[config.mk]
export PLATFORM = sky130hd
export DESIGN_NAME = apple_spawn_ctrl
export DESIGN_NICKNAME = d
export VERILOG_FILES = /design/src/rtl/apple_spawn_ctrl.sv
export SDC_FILE = /design/constraint.sdc
export NUM_CORES = 1
export LEC_CHECK = 0
export CELL_PAD_IN_SITES_DETAIL_PLACEMENT = 1
export CELL_PAD_IN_SITES_GLOBAL_PLACEMENT = 1
export CORE_MARGIN = 2
export CORE_UTILIZATION = 42
export CTS_CLUSTER_DIAMETER = 40
export CTS_CLUSTER_SIZE = 40
export DETAILED_ROUTE_END_ITERATION = 10
export PLACE_DENSITY = 0.82
export SYNTH_ARGS = -nofsm -noshare
export SYNTH_HDL_FRONTEND = slang
export SYNTH_SLANG_ARGS = --single-unit
[constraint.sdc]
create_clock -name clk -period 3.8 [get_ports clk]
set_input_delay 0.38 -clock clk [delete_from_list [all_inputs] [get_ports clk]]
set_output_delay 0.38 -clock clk [all_outputs]
set_load 0.01 [all_outputs]
[src/rtl/apple_spawn_ctrl.sv]
// apple_spawn_ctrl: detects the snake eating the apple and places a new apple.
// The new apple goes on a pseudo-random cell that is neither the head cell nor,
// optionally, a cell occupied by the snake body.
//   clk, rst           clock, asynchronous active-high reset
//   tick               one-cycle game-step pulse; only honoured in IDLE
//   head_x, head_y     snake head position in pixels (cell-aligned)
//   apple_x, apple_y   current apple position in pixels
//   score              apples eaten plus SCORE_INIT, saturating at 255
//   eat                one-cycle pulse when the head reaches the apple cell
//   busy               high while a new apple is being placed
//   occ_req/occ_x/occ_y/occ_ack/occ_hit  body occupancy query handshake
// Macro BODY_CHECK_EN: when defined, each candidate is checked against the body
// store; when undefined, the occupancy port is tied off and ignored.
module apple_spawn_ctrl #(
    parameter int GRID_W     = 32,
    parameter int GRID_H     = 24,
    parameter int CELL       = 20,
    parameter int SCORE_INIT = 2,
    parameter int MAX_TRIES  = 15
) (
    input  logic       clk,
    input  logic       rst,
    input  logic       tick,
    input  logic [9:0] head_x,
    input  logic [9:0] head_y,
    output logic [9:0] apple_x,
    output logic [9:0] apple_y,
    output logic [7:0] score,
    output logic       eat,
    output logic       busy,
    output logic       occ_req,
    output logic [4:0] occ_x,
    output logic [4:0] occ_y,
    input  logic       occ_ack,
    input  logic       occ_hit
);
    localparam logic [2:0] IDLE  = 3'd0;
    localparam logic [2:0] CHECK = 3'd1;
    localparam logic [2:0] GEN   = 3'd2;
    localparam logic [2:0] PROBE = 3'd3;
    localparam logic [2:0] PLACE = 3'd4;
    localparam int TW = $clog2(MAX_TRIES + 1);
`ifdef BODY_CHECK_EN
    localparam bit PROBE_EN = 1'b1;
`else
    localparam bit PROBE_EN = 1'b0;
`endif
    logic [2:0] state;
    logic [15:0] lfsr;
    logic [TW-1:0] tries;
    logic [4:0] cand_x, cand_y, gen_x, gen_y;
    logic [9:0] head_cx, head_cy;
    logic gen_head, at_apple, give_up;
    assign head_cx = head_x / 10'(CELL);
    assign head_cy = head_y / 10'(CELL);
    // Raw 5-bit draws beyond the grid fold back by (32 - size); for 24 rows that is -8.
    assign gen_x = (int'(lfsr[4:0]) >= GRID_W) ? 5'(int'(lfsr[4:0]) - (32 - GRID_W)) : lfsr[4:0];
    assign gen_y = (int'(lfsr[12:8]) >= GRID_H) ? 5'(int'(lfsr[12:8]) - (32 - GRID_H)) : lfsr[12:8];
    assign gen_head = (head_cx == {5'd0, gen_x}) && (head_cy == {5'd0, gen_y});
    assign at_apple = (head_cx == apple_x / 10'(CELL)) && (head_cy == apple_y / 10'(CELL));
    assign give_up = (tries == TW'(MAX_TRIES));
    assign eat = (state == CHECK) && at_apple;
    assign busy = (state == GEN) || (state == PROBE) || (state == PLACE);
`ifdef BODY_CHECK_EN
    assign occ_req = (state == PROBE);
    assign occ_x = cand_x;
    assign occ_y = cand_y;
`else
    logic unused_occ;
    assign unused_occ = occ_ack | occ_hit;
    assign occ_req = 1'b0;
    assign occ_x = 5'd0;
    assign occ_y = 5'd0;
`endif
    always_ff @(posedge clk or posedge rst) begin
        if (rst) begin
            state   <= IDLE;
            lfsr    <= 16'hACE1;
            tries   <= '0;
            cand_x  <= '0;
            cand_y  <= '0;
            score   <= 8'(SCORE_INIT);
            apple_x <= 10'(GRID_W / 2 * CELL);
            apple_y <= 10'(GRID_H / 2 * CELL);
        end else begin
            // Free-running so the draw depends on when the apple is eaten.
            lfsr <= {lfsr[14:0], lfsr[15] ^ lfsr[13] ^ lfsr[12] ^ lfsr[10]};
            case (state)
                IDLE: state <= tick ? CHECK : IDLE;
                CHECK: begin
                    if (at_apple) begin
                        score <= (score == 8'hFF) ? score : score + 8'd1;
                        tries <= '0;
                        state <= GEN;
                    end else begin
                        state <= IDLE;
                    end
                end
                GEN: begin
                    cand_x <= gen_x;
                    cand_y <= gen_y;
                    // Once the retry budget is spent the candidate is taken unchecked.
                    if (gen_head && !give_up) tries <= tries + TW'(1);
                    else state <= (give_up || !PROBE_EN) ? PLACE : PROBE;
                end
`ifdef BODY_CHECK_EN
                PROBE: begin
                    if (occ_ack) begin
                        if (occ_hit && tries < TW'(MAX_TRIES)) begin
                            tries <= tries + TW'(1);
                            state <= GEN;
                        end else begin
                            state <= PLACE;
                        end
                    end
                end
`endif
                PLACE: begin
                    apple_x <= 10'(int'(cand_x) * CELL);
                    apple_y <= 10'(int'(cand_y) * CELL);
                    state   <= IDLE;
                end
                default: state <= IDLE;
            endcase
        end
    end
endmodule

* After elaboration in Yosys (flattened, before gate mapping)
Index checks and enable logic that the tools add are counted.
Widths: inputs -> output; s select.
** Storage, ports and cells
- Register bits :: 57
- Output and inout port bits :: 41
- Word-level logic and storage cells :: 54
** Cells by class
- Add/sub/neg operators :: 3
- $mul :: 2
- Divide/modulo/power cells :: 4
- Magnitude comparators :: 1
- Equal/unequal tests :: 13
- Multiplexer cells :: 8
- Bitwise gates (word level) :: 4
- Reduce and logical (&&, ||, !) cells :: 11
** Operators by type and width (count)
- $div 10x5->10 const B :: 4
- $eq 10x10->1 :: 2
- $eq 10x5->1 :: 2
- $mul 5x3->8 const B :: 2
- $pmux 3 s3 :: 1
- $add 8x1->8 const B :: 1
- $eq 8x8->1 const B :: 1
- $mux 4 :: 2
- $pmux 4 s2 :: 1
- $eq 3x2->1 const B :: 2
- $reduce_and 3->1 :: 2
- $ge 5x5->1 const B :: 1
- $mux 5 :: 1
- $sub 5x4->5 const B :: 1
- $add 4x1->4 const B :: 1
- $eq 4x4->1 const B :: 1
- $logic_and 1x1->1 :: 4
- $ne 2x2->1 const B :: 2
- $eq 3x1->1 const B :: 1
- $eq 3x3->1 const B :: 1
- $logic_not 3->1 :: 1
- $mux 3 :: 1
- $xor 1x1->1 :: 3
- $logic_or 1x1->1 :: 2
- 6 further kinds :: 6

* Logic depth before layout (Yosys ltp)
Gate-level depths: netlist of the first run.
- Depth after elaboration :: 7
- Mapped depth :: 14

* Worst setup path after synthesis of the first run
Ideal clock, no wire load.
- Path type :: in2reg
- From :: input port head_y[9]
- To :: register score[1]
- Library setup time :: 0.082 ns
- Arrival :: 3.274 ns
- Setup slack :: 0.443 ns
- Cell stages on the path :: 13
- Path buffers :: 1
- Cells stage by stage :: clkbuf_1 or2_2 nor2_1 o21ai_0 nand3_1 inv_1 maj3_1 a211o_1 xnor2_1 nor4_1 and4_4 nand2_1 mux2_4
** On the way
- Longest elaborated chain between the ends :: 4
** RTL lines
- from (decl) :: line 25 : input logic [9:0] head_y,
- $div 10x5->10 :: line 55 : assign head_cy = head_y / 10'(CELL);
- $eq 10x10->1 :: line 60 : assign at_apple = (head_cx == apple_x / 10'(CELL)) && (head_cy == apple_y / 10'(CELL));
- $logic_and 1x1->1 :: line 60
- $reduce_and 3->1 (no line)
- to (signal assigned) :: line 82 : score <= 8'(SCORE_INIT);
- to (signal assigned) :: line 92 : score <= (score == 8'hFF) ? score : score + 8'd1;
- to (decl) :: line 28 : output logic [7:0] score,
Every way passes these cells.
A chain may end at the register's enable or synchronous reset.

* Final worst setup path of the first run
- From :: register apple_y[7]
- To :: output port eat
** On the way
- Longest elaborated chain between the ends :: 4
** RTL lines
- from (decl) :: line 27 : output logic [9:0] apple_y,
- from (signal assigned) :: line 84 : apple_y <= 10'(GRID_H / 2 * CELL);
- from (signal assigned) :: line 120 : apple_y <= 10'(int'(cand_y) * CELL);
- $div 10x5->10 :: line 60
- $eq 10x10->1 :: line 60
- $logic_and 1x1->1 :: line 60
- $logic_and 1x1->1 :: line 62 : assign eat = (state == CHECK) && at_apple;
- to (decl) :: line 29 : output logic eat,
Every way passes these cells.

==> impl_metrics.py, run 1 <==
metrics = {
    "setup_path": {
        "path_cells": "nor2b_1 > a211oi_1 > a31oi_1 > a21o_1 > or3_1 > and4_1 > xnor2_1 > nor4_2 > buf_4 > and4_4 > clkdlybuf4s15_2",
        "end_kind": "output pin",
        "path_max_fanout": 11,
        "crit_type": "register to output pin",
        "crit_buf_inv": 2,
        "worstSetupStartpointType": "register",
        "cp_slowest_cell": "dfstp_2",
        "slowest_delay_ns": 0.64,
        "required_ns": 3.42,
        "crit_family": "simple AND/OR/NAND/NOR gates",
        "critPathArrivalTime_ns": 3.28,
    },
    "grt": {
        "grt.busiest_layer": "met2",
        "globalRouteMet1Util_pct": 30.9,
        "use_met3_pct": 3.53,
        "grt_usage_pct": 26.1,
        "grt_max_degree": 32,
        "antenna_found_initial": 0,
        "grt-ovfl-total": 0,
        "grt_pass1_wl_um": 24500,
        "grt_pass1_vias": 4815,
        "gr-usage-met2_pct": 47.4,
    },
    "synthesis": {
        "synthTopCellsByArea": "dfrtp_1 (22%), dfstp_2 (8.3%), nand2_1 (4.9%), xnor2_1 (4.6%), ha_1 (4.0%)",
        "ys_seq_area_share_pct": 30.5,
        "yosys_register_bits": 57,
        "yosys.area.top_type_share_pct": 22.2,
        "yosysTopAreaCell": "dfrtp_1",
        "synthArstFlopShare_pct": 100,
        "synth_cell_type_count": 82,
        "synth_edf_count": 0,
        "ys_warn_count": 0,
        "syn_area_um2": 4740,
        "synth_ff_type": "dfrtp_1",
        "syn_avg_cell_area_um2": 8.54,
        "synthCells": 555,
    },
    "route": {
        "drcViolationCount": 0,
        "drtPass1Iterations": 4,
        "wl_um": 15300,
        "final_antenna_net_count": 0,
        "routedWlPerCell_um": 19.0,
        "drt-initial-drc-count": 290,
        "via_per_inst": 5.70,
        "vias": 4602,
    },
    "place": {
        "port_buffers": 44,
        "pre_cts_ws_ns": -0.405,
        "gp_congestion": 0.853,
        "dpl-instance-area_um2": 5710,
        "place.detailed.hpwl_um": 10300,
    },
    "floorplan": {
        "core_um2": 10900,
        "ioPinCount": 66,
        "fp.dieH_um": 110,
        "num_rows": 38,
        "start_util_pct": 43.3,
        "die_width_um": 110,
        "die_area_um2": 12200,
    },
    "clock_network": {
        "cts_tree": "done",
        "numCtsBuffers": 9,
        "clk_pin_slew_ns": 0.06,
        "cts_hold_buf": 0,
        "root_buffer": "clkbuf_16",
        "clockBufferDepth": 2,
        "insertion_delay_ns": 0.34,
        "cts.sinks": 57,
        "cts_max_level": 3,
    },
    "sta": {
        "period_minus_slack_ns": 3.66,
        "min_period_over_period_pct": 96.3,
        "fmax_ghz": 0.273,
        "hold_viol": 0,
        "setup_slack_ns": 0.140,
        "slew_headroom_pct": 41.9,
        "skew_ns": 0.00632,
        "worst-slew-pin-transition_ns": 0.871,
        "slew_violations": 0,
        "finalSetupViolCount": 0,
    },
    "power": {
        "p_leak_nw": 2.72,
        "powerDensity_nw_per_um2": 280,
        "ir_drop_mv": 0.223,
    },
    "outcome": {
        "status": "finished, final reports clean",
    },
    "layout": {
        "fin_nets": 704,
        "fin_area_um2": 6160,
        "n_antenna_cell": 0,
        "final_cell_mix": "buf_4 (85), nand2_1 (62), dfrtp_1 (40)",
        "layout_commonest_cell": "buf_4",
        "drive_above_1_share_pct": 25.5,
        "syn2layout_area_growth_pct": 30.0,
    },
    "job": {
        "drv_cap": 0,
    },
    "hold_path": {
        "hold_class": "register to register",
    },
}
flip-flops by register name, indices dropped and copies added (netlist names):
register / flops
apple_x: 8
apple_y: 8
cand_x: 5
cand_y: 5
lfsr: 16
score: 8
state: 3
tries: 4
worst reg2reg max path, stage by stage (launching register included):
cell	delay (ns)
dfstp_2	0.52
nor2b_1	0.41
nor2_1	0.09
nand2_1	0.09
a21oi_1	0.10
a211oi_4	0.42
nand2b_1	0.20
a22oi_1	0.09
o21ai_1	0.32
xor2_2	0.22
buf_4	0.14
buf_4	0.11
nand4_4	0.13
nor4b_2	0.34
xor2_1	0.21
power breakdown:
part           internal [W]  switching, W
Sequential         0.000609    0.00000115
Clock              0.000439      0.000309
Combinational      0.000176      0.000194
Total               0.00122      0.000504
layer usage:
layer | vias to the layer above | share of wire, %
met1 | 2279 | 42
li1 | 2183 | -
met3 | 43 | 3.1
met5 | - | 0
met2 | 97 | 51
met4 | 0 | 3.6
per-stage QoR:
stage | hold WS, ns | total power, W | cells | util, % | setup TNS (ns)
after floorplan | 0.333 | 0.000820 | 569 | - | 0
after global placement | 0.337 | 0.000940 | 781 | 52.2 | -0.482
after detailed placement | 0.340 | 0.000957 | 781 | 52.2 | -1.30
after CTS | 0.352 | 0.00172 | 804 | 55.4 | 0
after global routing | 0.358 | 0.00178 | 807 | 56.4 | -0.0190
final | 0.352 | 0.00173 | 807 | 56.4 | 0
worst paths after layout:
kind	endpoint	start	slack, ns	cells after the start
min in group asynchronous	apple_x[4]$_DFFE_PP0P_	rst	0.47	2
setup reg to reg	score[5]$_DFFE_PP0P_	apple_x[8]$_DFFE_PP1P_	0.33	14
hold / removal	lfsr[15]$_DFF_PP1_	lfsr[14]$_DFF_PP0_	0.35	0
max in group asynchronous	apple_x[6]$_DFFE_PP1P_	rst	2.46	3
hold reg to reg	lfsr[15]$_DFF_PP1_	lfsr[14]$_DFF_PP0_	0.35	0
setup / recovery	eat	apple_y[7]$_DFFE_PP1P_	0.14	11
area by class of cell:
class / count / area [um2]
timing repair buffer: 130 / 1090
clock inverter: 5 / 32.5
multi-input combinational: 453 / 3140
sequential: 57 / 1450
inverter: 11 / 41.3
fill: 1295 / 4770
clock buffer: 11 / 233
tap: 140 / 175
synthesized netlist by cell type (4+ instances only):
cell type and instances:
nor2_1 36, o21a_1 4, nor4_1 5, inv_1 10
nor2b_1 18, o22ai_1 4, buf_4 16, o211ai_1 6
nand2b_1 18, and3_1 5, buf_2 9, nor3_1 9
xor2_1 21, or2_2 5, o21ai_0 37, a21o_1 5
nor3b_1 6, a21oi_1 27, dfstp_2 15, nand3_1 17
o221ai_1 7, nand4_1 7, nand2_1 62, a211oi_1 4
mux2_2 11, mux2i_1 7, a31oi_1 9, xnor2_1 25
dfrtp_1 42, a22oi_1 6, clkbuf_1 17, ha_1 15
kinds of logic after synthesis:
| kind of cell | count (synthesis) | share of synthesized area, % |
|---|---|---|
| AOI/OAI and AO/OA | 143 | 20.5 |
| xor gates and xnor gates | 47 | 8.84 |
| adders and majority gates | 21 | 5.68 |
| buffers and inverters | 59 | 6.60 |
| DFF | 57 | 30.5 |
| muxes | 19 | 4.41 |
| other | 1 | 0.0791 |
| and+or+nand+nor | 208 | 23.4 |
repair_timing:
action,4_1_cts,5_1_grt
setup buffers,7,3
resized for setup,14,21
pin swaps,5,7
endpoints found under the setup margin,1,12
No activity file was read; power rests on OpenSTA's default activity.
==> run 2, diff against run 1 <==
- SKIP_CTS_REPAIR_TIMING: default -> 1
==> impl_metrics.py, run 2 (synthesis results as in run 1) <==
metrics = {
    "power": {
        "seqPwrFrac_pct": 35.3,
        "clockPowerShare_pct": 43.6,
        "power.internal_w": 0.00122,
        "ir_drop_mv": 0.226,
        "switching_power_w": 0.000508,
        "swShare_pct": 29.4,
        "powerDensity_nw_per_um2": 285,
        "pwr-share-comb_pct": 21.1,
        "p_leak_nw": 2.69,
    },
    "grt": {
        "antenna_found_initial": 0,
        "grt_usage_pct": 25.3,
        "grt-ovfl-total": 0,
        "use_met3_pct": 3.47,
        "gr-usage-met2_pct": 46.1,
        "grt_pass1_vias": 4743,
        "globalRouteMet1Util_pct": 29.9,
        "grt_pass1_wl_um": 23800,
        "grt.busiest_layer": "met2",
        "grt_max_degree": 32,
    },
    "layout": {
        "final_cell_mix": "buf_4 (77), nand2_1 (62), dfrtp_1 (42)",
        "nFillCells": 1306,
        "largest-register": "lfsr",
        "utilization_pct": 55.5,
        "fin_nets": 696,
        "n_antenna_cell": 0,
        "drive_above_1_share_pct": 23.7,
        "layout_commonest_cell": "buf_4",
        "fin_area_um2": 6070,
        "largest_reg_flops": 16,
        "syn2layout_area_growth_pct": 28.0,
    },
    "sta": {
        "fin_setup_tns_ns": -0.0159,
        "worst-slew-pin-transition_ns": 0.841,
        "fmax_ghz": 0.262,
        "min_period_over_period_pct": 100,
        "skew_ns": 0.00559,
        "slew_violations": 0,
        "slew_headroom_pct": 43.9,
        "whs_ns": 0.350,
        "hold_viol": 0,
        "setup_slack_ns": -0.0159,
        "period_minus_slack_ns": 3.82,
        "finalSetupViolCount": 1,
    },
    "floorplan": {
        "start_util_pct": 43.3,
        "die_width_um": 110,
        "fp.dieH_um": 110,
        "num_rows": 38,
        "ioPinCount": 66,
        "die_area_um2": 12200,
        "core_um2": 10900,
    },
    "clock_network": {
        "insertion_delay_ns": 0.34,
        "clk_pin_slew_ns": 0.05,
        "cts.sinks": 57,
        "cts_tree": "done",
        "clockBufferDepth": 2,
        "numCtsBuffers": 9,
        "root_buffer": "clkbuf_16",
        "cts_max_level": 3,
    },
    "route": {
        "drtPass1Iterations": 4,
        "final_antenna_net_count": 0,
        "wl_um": 15300,
        "drt-initial-drc-count": 322,
        "routedWlPerCell_um": 19.1,
        "vias": 4577,
        "drcViolationCount": 0,
        "via_per_inst": 5.73,
    },
    "setup_path": {
        "crit_family": "simple AND/OR/NAND/NOR gates",
        "end_kind": "output pin",
        "path_max_fanout": 14,
        "required_ns": 3.42,
        "crit_buf_inv": 4,
        "cp_slowest_cell": "clkdlybuf4s50_1",
        "crit_type": "input pin to output pin",
        "worstSetupStartpointType": "input pin",
        "critPathArrivalTime_ns": 3.44,
        "path_cells": "clkdlybuf4s50_1 > buf_4 > o21ai_0 > nor2_1 > a2111oi_4 > buf_4 > nor4b_4 > nor3_1 > nor3_1 > o221a_2 > xor2_2 > and4_4 > clkbuf_2",
        "slowest_delay_ns": 0.46,
    },
    "hold_path": {
        "hold_class": "register to register",
    },
    "place": {
        "dpl-instance-area_um2": 5710,
        "place.detailed.hpwl_um": 10300,
        "port_buffers": 44,
        "gp_congestion": 0.853,
    },
    "outcome": {
        "status": "finished with violations",
        "violations": "setup timing",
    },
    "job": {
        "drv_cap": 0,
    },
}
## run 2: changes by cell type in the layout (fill, tap and decap cells not counted), moves of 2 or more
| cell | previous run | this run |
|---|---|---|
| clkdlybuf4s50_1 | 34 | 38 |
| dlygate4sd2_1 | 5 | 0 |
| buf_4 | 85 | 77 |
| dfrtp_2 | 2 | 0 |
| nor3_2 | 3 | 1 |
| nor3_1 | 6 | 8 |
| dfrtp_1 | 40 | 42 |
## run 2: layer usage
layer | vias to the layer above | routed length, um
met5 | - | 0
met4 | 0 | 510
met3 | 44 | 433
met2 | 113 | 7840
met1 | 2253 | 6500
li1 | 2167 | -
## run 2: area by class of cell
cell class	instances	area [um2]	share of cell area (%)
timing repair buffer	122	1040	17.1
tap	140	175	2.89
inverter	11	41.3	0.681
clock buffer	11	233	3.84
multi-input combinational	453	3100	51.1
sequential	57	1450	23.8
clock inverter	5	32.5	0.536
## run 2: final timing paths
path | slack [ns] | cells past startpoint | end | start
max in group asynchronous | 2.45 | 3 | apple_x[8]$_DFFE_PP1P_ | rst
max reg2reg | 0.29 | 15 | score[4]$_DFFE_PP0P_ | apple_x[7]$_DFFE_PP0P_
max | -0.02 | 13 | eat | head_x[4]
min | 0.35 | 0 | lfsr[15]$_DFF_PP1_ | lfsr[14]$_DFF_PP0_
min in group asynchronous | 0.48 | 2 | score[6]$_DFFE_PP0P_ | rst
min reg2reg | 0.35 | 0 | lfsr[15]$_DFF_PP1_ | lfsr[14]$_DFF_PP0_
## run 2: power by group through the flow
stage	logic [W]	clock network, W	registers, W
after global placement	0.000319	0	0.000620
after floorplan	0.000200	0	0.000620
after detailed placement	0.000336	0	0.000620
after global routing	0.000393	0.000778	0.000610
final	0.000365	0.000754	0.000610
after CTS	0.000345	0.000755	0.000610
## run 2: per-stage QoR
step                      total power (W)  worst slack [ns]  instances
after floorplan                  0.000820             0.443        569
after global placement           0.000940            -0.342        781
final                             0.00173           -0.0159        799
after CTS                         0.00171            -0.467        797
after global routing              0.00178            -0.137        799
after detailed placement         0.000957            -0.405        781
==> run 3, diff against run 2 <==
- CORE_MARGIN: 2 -> default
- MAX_ROUTING_LAYER: default -> met4
==> impl_metrics.py, run 3 (synthesis results as in run 1) <==
metrics = {
    "place": {
        "gp_congestion": 0.820,
        "dp.cells": 781,
        "place.detailed.hpwl_um": 10700,
        "pre_cts_ws_ns": -0.298,
        "port_buffers": 44,
    },
    "sta": {
        "setup_slack_ns": 0.144,
        "finalSetupViolCount": 0,
        "min_period_over_period_pct": 96.2,
        "slew_headroom_pct": 36.1,
        "skew_ns": 0.00873,
        "slew_violations": 0,
        "worst-slew-pin-transition_ns": 0.957,
        "fmax_ghz": 0.274,
        "hold_viol": 0,
        "fin_setup_tns_ns": 0,
        "period_minus_slack_ns": 3.66,
    },
    "setup_path": {
        "required_ns": 3.42,
        "end_kind": "output pin",
        "critPathArrivalTime_ns": 3.28,
        "worstSetupStartpointType": "input pin",
        "path_max_fanout": 6,
        "crit_type": "input pin to output pin",
    },
    "hold_path": {
        "hold_class": "register to register",
    },
    "floorplan": {
        "die_area_um2": 11700,
        "die_width_um": 108,
        "core_um2": 10900,
        "fp.dieH_um": 108,
        "num_rows": 38,
        "ioPinCount": 66,
        "start_util_pct": 43.3,
    },
    "route": {
        "drcViolationCount": 0,
        "routedWlPerCell_um": 18.2,
        "drtPass1Iterations": 5,
        "drt-initial-drc-count": 230,
        "via_per_inst": 5.69,
        "final_antenna_net_count": 0,
        "vias": 4550,
        "wl_um": 14500,
    },
    "layout": {
        "syn2layout_area_growth_pct": 28.7,
        "fin_cells": 799,
        "drive_above_1_share_pct": 23.8,
        "final_cell_mix": "buf_4 (76), nand2_1 (62), dfrtp_1 (42)",
        "layout_commonest_cell": "buf_4",
        "largest-register": "lfsr",
        "n_antenna_cell": 0,
        "largest_reg_flops": 16,
        "fin_nets": 696,
    },
    "clock_network": {
        "insertion_delay_ns": 0.33,
        "cts_tree": "done",
        "clk_pin_slew_ns": 0.04,
        "cts.sinks": 57,
        "numCtsBuffers": 9,
        "root_buffer": "clkbuf_16",
        "cts_max_level": 3,
        "clockBufferDepth": 2,
    },
    "power": {
        "powerDensity_nw_per_um2": 294,
        "ir_drop_mv": 0.236,
        "p_leak_nw": 2.70,
    },
    "grt": {
        "grt_usage_pct": 26.6,
        "grt_pass1_vias": 4774,
        "grt_pass1_wl_um": 23600,
        "grt-ovfl-total": 0,
        "antenna_found_initial": 0,
        "grt_max_degree": 47,
    },
    "outcome": {
        "status": "finished, final reports clean",
    },
    "job": {
        "drv_cap": 0,
    },
}
-- run 3: changes by cell type in the layout (fill, tap and decap cells not counted), moves of 2 or more --
cell        previous run  this run
clkinvlp_4             3         0
clkbuf_8               0         2
nor3_1                 8         6
nor3_2                 1         3
-- run 3: cell type report --
class                   count  area, um2
clock buffers              13        260
clock inverters             3       40.0
fillers                  1312       4830
inverters                  11       41.3
multi-input cells         453       3100
flip-flops and latches     57       1450
well taps                 140        175
repair buffers            122       1040
-- run 3: per-stage QoR --
stage / hold slack (ns) / instance area (um2) / utilization, % / power [W]
finish: 0.365 / 6100 / 55.8 / 0.00179
detailed placement: 0.363 / 5710 / 52.2 / 0.000954
CTS: 0.374 / 6010 / 54.9 / 0.00178
global route: 0.375 / 6100 / 55.8 / 0.00186
global placement: 0.342 / 5710 / 52.2 / 0.000940
floorplan: 0.333 / 4790 / - / 0.000820
-- run 3: report_power, final --
| group | internal [W] | switching [W] |
|---|---|---|
| logic | 0.000171 | 0.000184 |
| registers | 0.000610 | 0.00000131 |
| clock network | 0.000541 | 0.000285 |
| total | 0.00132 | 0.000471 |
-- run 3: final timing paths --
path	depth (start not counted)	from	slack (ns)	end
worst max-delay path	13	head_x[8]	0.14	eat
worst min-delay path	0	lfsr[14]$_DFF_PP0_	0.37	lfsr[15]$_DFF_PP1_
worst max register to register	14	apple_x[7]$_DFFE_PP0P_	0.27	score[3]$_DFFE_PP0P_
worst min register to register	0	lfsr[14]$_DFF_PP0_	0.37	lfsr[15]$_DFF_PP1_
max in group asynchronous	3	rst	2.41	lfsr[0]$_DFF_PP1_
min in group asynchronous	2	rst	0.58	score[5]$_DFFE_PP0P_
-- run 3: layer usage --
metal	routed length, um	GRT usage, %
met1	6210	30.6
met2	7590	46.7
met3	300	3.19
met4	413	11.1
met5	0	-
-- run 3: critical path: stages --
cell and delay (ns):
clkdlybuf4s50_1 0.57, buf_4 0.16, nor2b_1 0.05, or2_2 0.28, o221a_2 0.31, nor3_2 0.23, a31oi_1 0.07, nand4b_1 0.19
o2111ai_2 0.12, o221a_2 0.34, xor2_2 0.20, and4_4 0.25, clkbuf_2 0.13
==> RTL change: new RTL, config.mk and constraints of run 1 <==
`MAX_TRIES`: 15 -> 14.
--- a/src/rtl/apple_spawn_ctrl.sv
+++ b/src/rtl/apple_spawn_ctrl.sv
@@ -16,7 +16,7 @@
     parameter int GRID_H     = 24,
     parameter int CELL       = 20,
     parameter int SCORE_INIT = 2,
-    parameter int MAX_TRIES  = 15
+    parameter int MAX_TRIES  = 14
 ) (
     input  logic       clk,
     input  logic       rst,
Behaviour: no difference found for any inputs over 10 cycles, from zero or initial values and one cycle with rst high; that may be too few to reach the edited logic, so the function may still have changed.
==> RTL change against run 1 <==
Total power increased by 4.6%. Clock skew increased by 0.0030 ns. Setup slack got worse by 0.072 ns. Non-clock buffer count increased by 3. Wire length increased by 6.4%. Sequential cell count unchanged. Final area increased by 3.5%. Synthesized area increased by 1.4%. Worst hold slack got worse by 0.0015 ns. Critical path type unchanged. Largest cell class unchanged.
==> RTL change: results (changes against run 1) <==
Synthesis
  – Syn Inst Count: 583 (was 555)
  – Cell variety after synth: 80 (was 82)
  – Sequential share of the synthesized area: 30.1% (was 30.5%)

Cells and area
  – Number of signal-net buffers in the layout: 133 (was 130)
  – Area occupied by multi-input gates: 3220 µm² (was 3140 µm²)
  – Layout cells sized above 1: 23.5% (was 25.5%)
  – Fin nets: 737 (was 704)
  – Clk_buf instances: 13 (was 11)
  – Final instance area: 6380 µm² (was 6160 µm²)
  – Non-Clock Buffer Area Fraction: 17.5% (was 17.8%)

Route
  – WL final: 16300 µm (was 15300 µm)
  – Vias/cell: 5.82 (was 5.70)
  – Length of routed met2 wiring: 8570 µm (was 7810 µm)

GRT
  – Total GRT Usage: 26.5% (was 26.1%)
  – First-pass GRT wire length: 26800 µm (was 24500 µm)
  – Pin count of the biggest net entering global routing: 37 (was 32)
  – GR Util met1: 31.9% (was 30.9%)
  – Met3 usage: 3.72% (was 3.53%)

Critical path
  – Slowest-stage cell, CP: or4b_1 (was dfstp_2)
  – Critical Path Max Stage Delay: 0.56 ns (was 0.64 ns)

Placement
  – Placer Congestion: 0.867 (was 0.853)
  – Setup WS pre-CTS: -0.217 ns (was -0.405 ns)

Outcome
  – Status: complete, no violations (unchanged)

Timing
  – Clock Skew: 0.00929 ns (was 0.00632 ns)

Clock network
  – Post-CTS Setup Bufs: 4 (was 7)

Power
  – Leakage: 0.00284 µW (was 0.00272 µW)
## RTL change: cells by family after synthesis
kind of cell,share of synthesized area (%)
flops,30.1
compound gates,22.1
fa+ha+maj,5.65
buf+inv,7.24
other cells,0.0781
simple gates,25.0
mux,1.51
xor+xnor,8.36
## RTL change: final timing paths
check | slack (ns) | endpoint | cells after the start | from
setup / recovery | 0.07 | eat | 11 | apple_y[9]
hold / removal | 0.35 | lfsr[15] | 0 | lfsr[14]
setup reg to reg | 0.09 | tries[1] | 13 | apple_y[9]
hold reg to reg | 0.35 | lfsr[15] | 0 | lfsr[14]
max in group asynchronous | 2.41 | apple_x[8] | 3 | rst
min in group asynchronous | 0.51 | score[2] | 2 | rst
## RTL change: report_power, final
| group | leakage, µW | switching, µW | internal (µW) |
|---|---|---|---|
| Combinational | 0.00195 | 180 | 147 |
| Clock | 0.000158 | 291 | 580 |
| Sequential | 0.000730 | 2.07 | 610 |
| Total | 0.00284 | 472 | 1340 |
